<file path="config.mk">
export PLATFORM = sky130hd
export DESIGN_NAME = register_file_16x16
export DESIGN_NICKNAME = d
export VERILOG_FILES = /design/src/rtl/cpu_pkg.sv /design/src/rtl/decoder_4_16.sv /design/src/rtl/reg_word_16.sv /design/src/rtl/register_file_16x16.sv
export SDC_FILE = /design/constraint.sdc
export NUM_CORES = 1
export LEC_CHECK = 0
export BUFFER_PORTS_ARGS = -buffer_cell sky130_fd_sc_hd__buf_2
export CAP_MARGIN = 10
export CORE_MARGIN = 8
export CORE_UTILIZATION = 50
export DETAILED_ROUTE_END_ITERATION = 6
export MAX_ROUTING_LAYER = met4
export PLACE_DENSITY = 0.68
export SLEW_MARGIN = 20
export SYNTH_ARGS = -nofsm -noshare
export SYNTH_HDL_FRONTEND = slang
export SYNTH_SLANG_ARGS = --single-unit
</file>
<file path="constraint.sdc">
create_clock -name clk -period 2.59 [get_ports clk]
set_input_delay 0.518 -clock clk [delete_from_list [all_inputs] [get_ports clk]]
set_output_delay 0.518 -clock clk [all_outputs]
set_load 0.01 [all_outputs]
</file>
<file path="src/rtl/cpu_pkg.sv">
`default_nettype none
// +----------------------------------------------------------------------+
// | Module      : cpu_pkg                                                |
// | Description : Shared widths, types and constants for the 16-bit core |
// | Revision    : 1.0 - initial release                                  |
// +----------------------------------------------------------------------+
package cpu_pkg;

    localparam int DATA_W   = 16;
    localparam int REG_ID_W = 4;

    typedef logic [REG_ID_W-1:0] reg_id_t;
    typedef logic [DATA_W-1:0]   word_t;

    localparam reg_id_t REG_ZERO = 4'd0;

endpackage : cpu_pkg
`default_nettype wire

</file>
<file path="src/rtl/decoder_4_16.sv">
`default_nettype none
// +----------------------------------------------------------------------+
// | Module      : decoder_4_16                                           |
// | Description : 4-to-16 one-hot decoder for register write select      |
// | Revision    : 1.0 - initial release                                  |
// +----------------------------------------------------------------------+
module decoder_4_16 (
    input  logic [3:0]  sel,
    output logic [15:0] line
);

    assign line = 16'd1 << sel;

endmodule : decoder_4_16
`default_nettype wire

</file>
<file path="src/rtl/reg_word_16.sv">
`default_nettype none
// +----------------------------------------------------------------------+
// | Module      : reg_word_16                                            |
// | Description : 16-bit register with load enable and sync active-low   |
// |               clear                                                  |
// | Revision    : 1.0 - initial release                                  |
// +----------------------------------------------------------------------+
module reg_word_16
    import cpu_pkg::*;
(
    input  logic              clk,
    input  logic              rst_n,
    input  logic              en,
    input  logic [DATA_W-1:0] d,
    output logic [DATA_W-1:0] q
);

    word_t data_d;
    word_t data_q;

    always_comb begin
        data_d = data_q;
        if (en) begin
            data_d = d;
        end
    end

    always_ff @(posedge clk) begin
        if (!rst_n) begin
            data_q <= '0;
        end else begin
            data_q <= data_d;
        end
    end

    assign q = data_q;

endmodule : reg_word_16
`default_nettype wire

</file>
<file path="src/rtl/register_file_16x16.sv">
`default_nettype none
// +----------------------------------------------------------------------+
// | Module      : register_file_16x16                                    |
// | Description : 16x16 register file, 2 async reads, 1 sync write,      |
// |               R0 hardwired to zero, write-before-read bypass         |
// | Revision    : 1.0 - initial release                                  |
// +----------------------------------------------------------------------+
module register_file_16x16 #(
    parameter int DATA_W   = 16,
    parameter int NUM_REGS = 16,
    parameter int REG_ID_W = 4
) (
    input  logic                clk,
    input  logic                rst_n,
    input  logic [REG_ID_W-1:0] src_reg1,
    input  logic [REG_ID_W-1:0] src_reg2,
    input  logic [REG_ID_W-1:0] dst_reg,
    input  logic                write_reg,
    input  logic [DATA_W-1:0]   dst_data,
    output logic [DATA_W-1:0]   src_data1,
    output logic [DATA_W-1:0]   src_data2
);

    import cpu_pkg::*;

    logic [NUM_REGS-1:0] line_w;
    logic [NUM_REGS-1:0] wen_w;
    logic [DATA_W-1:0]   regs_w [NUM_REGS];
    logic                bypass1_w;
    logic                bypass2_w;

    decoder_4_16 u_dec (
        .sel  (dst_reg),
        .line (line_w)
    );

    assign wen_w     = line_w & {NUM_REGS{write_reg & rst_n}};
    assign regs_w[0] = '0;

    generate
        for (genvar i = 1; i < NUM_REGS; i++) begin : g_reg
            reg_word_16 u_word (
                .clk   (clk),
                .rst_n (rst_n),
                .en    (wen_w[i]),
                .d     (dst_data),
                .q     (regs_w[i])
            );
        end
    endgenerate

    // wen_w already folds in write_reg, rst_n and the dst_reg match, so
    // indexing it by the source id is exactly the bypass condition.
    assign bypass1_w = wen_w[src_reg1] & (src_reg1 != REG_ZERO);
    assign bypass2_w = wen_w[src_reg2] & (src_reg2 != REG_ZERO);

    always_comb begin
        src_data1 = '0;
        src_data2 = '0;
        if (rst_n) begin
            src_data1 = bypass1_w ? dst_data : regs_w[src_reg1];
            src_data2 = bypass2_w ? dst_data : regs_w[src_reg2];
        end
    end

endmodule : register_file_16x16
`default_nettype wire

</file>
# Word-level counts from Yosys, hierarchy flattened
# Index checks and enable logic that the tools add are counted.
[word_totals] register_bits=240 inputBits=31
[op_classes] magnitude_cmp=4 n_shift=1 muxes=14 bitwise=6 reduce_logical=2
[ops] cell="binary-select mux 16 bit (select 4 bit)" count=2
[ops] cell="two-way mux 16 bit" count=8
[ops] cell="AND 16 bit" count=1
[ops] cell="left shift 1 x 4 -> 16 bit, first input constant" count=1
[ops] cell="greater-or-equal comparator 5 bit, second input constant" count=2
[ops] cell="less-than comparator 4 x 5 -> 1 bit, second input constant" count=2
[ops] cell="NOT 4 -> 5 bit" count=2
[ops] cell="binary-select mux 1 bit (select 4 bit)" count=2
[ops] cell="nonzero test 4 bit" count=2
[ops] cell="AND 1 bit" count=3
[ops] cell="two-way mux 1 bit" count=2

# Depth between registers and ports, before layout
[depth] depth_word=7 depth_mapped=9 mapped_depth_nobuf=5

# Hierarchy
# From an unflattened synthesis, not the netlist that was laid out.
[hier_totals] cells_unflattened=1168 hier_area_um2=14228.6
[modules_own_cells] module="reg_word_16" n_inst=15 cells_each=51 area_per_inst_um2=615.6
[modules_own_cells] module="register_file_16x16" n_inst=1 cells_each=383 area_per_inst_um2=4768.3
[modules_own_cells] module="decoder_4_16" n_inst=1 cells_each=20 area_per_inst_um2=226.5

# Worst setup path after synthesis
# Ideal clock, no wire load.
[synth_path] path_type="input to output" startpoint="in src_reg1[2]" endpoint="out src_data1[13]" arrival_ns=2.023 slack_ns=0.049 path_stages=8 path_buffers=3 cell_sequence="buf_6 -> or2_1 -> buf_6 -> o311ai_4 -> nor2_1 -> buf_6 -> or3_1 -> a21boi_1"
[synth_between] elab_chain_cells=6 elab_cells_between_ends=10
[synth_rtl] item="start: declaration" line="register_file_16x16.sv:15" rtl="input logic [REG_ID_W-1:0] src_reg1,"
[synth_rtl] item="NOT 4 -> 5 bit (implied by the code)" line="register_file_16x16.sv:61" rtl="src_data1 = bypass1_w ? dst_data : regs_w[src_reg1];"
[synth_rtl] item="binary-select mux 16 bit (select 4 bit)" line="register_file_16x16.sv:61"
[synth_rtl] item="two-way mux 16 bit (implied by the code) (2 in series)" line="register_file_16x16.sv:61"
[synth_rtl] item="two-way mux 16 bit (*)" line="register_file_16x16.sv:61"
[synth_rtl] item="two-way mux 16 bit (*)" line="register_file_16x16.sv:60" rtl="if (rst_n) begin"
[synth_rtl] item="end: declaration" line="register_file_16x16.sv:20" rtl="output logic [DATA_W-1:0] src_data1,"
# Mark *: on every way between the ends. The rest lies on a longest branch, timed or not. The select of a mux whose other input is x is not followed.

# Worst setup path in the final report
[layout_path] startpoint="in src_reg1[2]" endpoint="out src_data1[4]"
# The elaborated chain is that of the path after synthesis.

==> results.tsv <==
metric	value	unit
Post-Syn Instances	1326	
Max Transition Viols Final	0	
RSZ-0062 raised after global routing	true	
pin count of the biggest net entering global routing	160	
Final setup viols	24	
clock skew	0	ps
Clock Latency Late Sink	530	ps
hold buffer count at CTS	0	
chip width	180	um
reg2reg setup slack	1830	ps
P&R area growth vs syn	25.7	%
Final Worst Setup Slack	-155	ps
EDFF count, synth	0	
fin cells	1827	
Sink Count	240	
f_max	364	MHz
pre-CTS WS	-270	ps
worst hold path class	in2reg	
reg2reg end	g_reg[2].u_word.q[5]	
cells along the critical path	buf_12 > or2_4 > o311ai_4 > nor2_4 > buf_4 > buf_6 > or3_4 > a21boi_2 > buf_2	
final wirelength	44.8	mm
DP Area	15000	um2
Max VDD drop	459	uV
port buffer count	62	
GP Congestion	0.880	
top cell type by total area after synthesis	dfxtp_1	
I/O pin total	63	
Max-Slew Margin vs Limit	0.588	
first-pass GRT wire length	66.8	mm
CTS Buffer Depth	3	
CTS HTree Levels	1	
WP data arrival	2230	ps
Iteration-0 DRC Markers	1022	
design area	17000	um2
GR Util All Layers	0.267	
initial antenna violation count	1	
Hold WS	332	ps
Pre-Repair DR Iteration Count	7	
Cell variety after synth	49	
critical path class	in2out	
Die Y	180	um
Synth Area per Inst	10.2	um2
Overflow after GRT	0	
nets@finish	1498	
min-delay src	dst_data[1]	
Initial Util	0.505	
core area	26700	um2
crit path to	src_data1[4]	
synth top area cells	dfxtp_1 (36%), mux2i_1 (16%), mux4_2 (13%), nor2b_1 (8.3%), nand2_1 (4.1%)	
sequential share of the synthesized area	0.356	
syn nets	1357	
Worst Path Required	2070	ps
Final min period	2750	ps
vias per cell	6.22	
pwr/cell area	532	nW/um2
top_reg_cell synth	dfxtp_1	
WP buf/inv	4	
nature of the critical path endpoint	output pin	
max incr delay on CP	360	ps
routed len/inst	24.5	um
clock-pin transition on the worst setup and hold timing paths	60	ps
Stages on worst setup path	9	
share of cells above drive strength 1	0.335	
Post-route DRC	0	
Cell Area, Synth	13500	um2
Commonest cells post-synth	dfxtp_1 (240), mux2i_1 (210), nor2b_1 (179), nand2_1 (147), clkbuf_1 (90)	
CTS tree	done	
Detailed Place HPWL	29.1	mm
max FFs per register	240	
critical path startpoint	src_reg1[2]	
vias in the first global route	11146	
critical path's top delay family	simple AND/OR/NAND/NOR gates	
worst-path fanout max	4	
CTS buffer count	27	
root buf cell	clkbuf_16	
reg2reg start	g_reg[2].u_word.q[5]	
violated checks	negative setup slack	
Final period util	1.06	
fin util	0.635	
share of the synthesized area in the top cell type	0.356	
CP startpoint kind	primary input	
cell with the most instances after synthesis	dfxtp_1	
Pleak	6.00	nW
Final ANT Viol Nets	0	
Crit-path slowest cell	or3_4	
status	complete, but fails checks	
dpl cells	1743	
die area	32500	um2
worst reg2reg path depth	2	
via count	11356	
slew at the pin closest to its max-slew limit	617	ps
Yosys warning count	0	
post-synthesis register bit count	240	
row cnt	60	
ys async rst share	0	
Hold Fails Final Rpt	0	
max-cap viol count	0	
[area by class of cell]
class                           count  area, um2
Multi-Input combinational cell    940       8470
Fill cell                        2118       9770
Tap cell                          341        427
Inverter                            2       7.51
Antenna cell                        1       2.50
Sequential cell                   240       4810
Timing Repair Buffer              256       2290
Clock buffer                       38        757
Clock inverter                      9        195
[layout by cell type (no fill, tap or decap), drive strengths merged, types with 2 or more instances in the layout]
master	n
buf	256
dfxtp	240
mux2i	210
nor2b	179
nand2	147
mux4	76
a21boi	73
mux2	40
o21ai	40
clkbuf	38
a221oi	38
nor2	36
a22oi	16
a31oi	15
o31ai	10
or3	8
xnor2	7
bufinv	6
a221o	5
o22ai	5
a222oi	4
nand3	4
and2	3
nand2b	3
clkinv	3
nor3b	3
or2	3
inv	2
nor3	2
and3	2
o2111ai	2
nand3b	2
[cell families after synthesis]
logic type | count (synthesis) | synth area share
xor gates and xnor gates | 7 | 0.00454
buffers and inverters | 146 | 0.0510
AOI/OAI and AO/OA | 211 | 0.115
DFF | 240 | 0.356
muxes | 326 | 0.316
and+or+nand+nor | 396 | 0.157
[routing by layer]
layer,track usage,vias up,part of all wire
met3,0.0431,171,0.076
met1,0.324,5581,0.40
li1,-,5071,-
met4,0.137,0,0.061
met2,0.425,533,0.46
met5,-,-,0
[worst min-delay path by stage]
stage	to	slack, ps	depth (start not counted)
after detailed placement	g_reg[12].u_word.q[10]	460	2
after global placement	g_reg[1].u_word.q[14]	460	2
after CTS	g_reg[2].u_word.q[1]	310	3
after global routing	g_reg[2].u_word.q[1]	350	3
after floorplan	g_reg[12].u_word.q[10]	440	2
final	g_reg[2].u_word.q[1]	330	3
[report_power, final]
part	total, mW	internal, mW	switching [mW]
Combinational	1.11	0.513	0.602
Sequential	3.74	3.72	0.0213
Clock	4.17	2.61	1.56
[stage by stage]
step	power (mW)	TNS, ps
after global routing	9.23	-3280
after detailed placement	4.76	-4290
after CTS	8.97	-1100
after floorplan	4.38	0
final	9.02	-1970
after global placement	4.75	-6080
[worst register-to-register path, stage by stage (launching register included)]
cell and delay [ps]:
dfxtp_1 370, nand2_1 80, a21boi_0 230
[what timing repair did]
item,CTS,global route
resized for setup,110,65
gates cloned,2,1
setup endpoints to repair,32,31
buffers inserted,16,19
pin swaps,22,25
(Power assumes the default switching activity.)
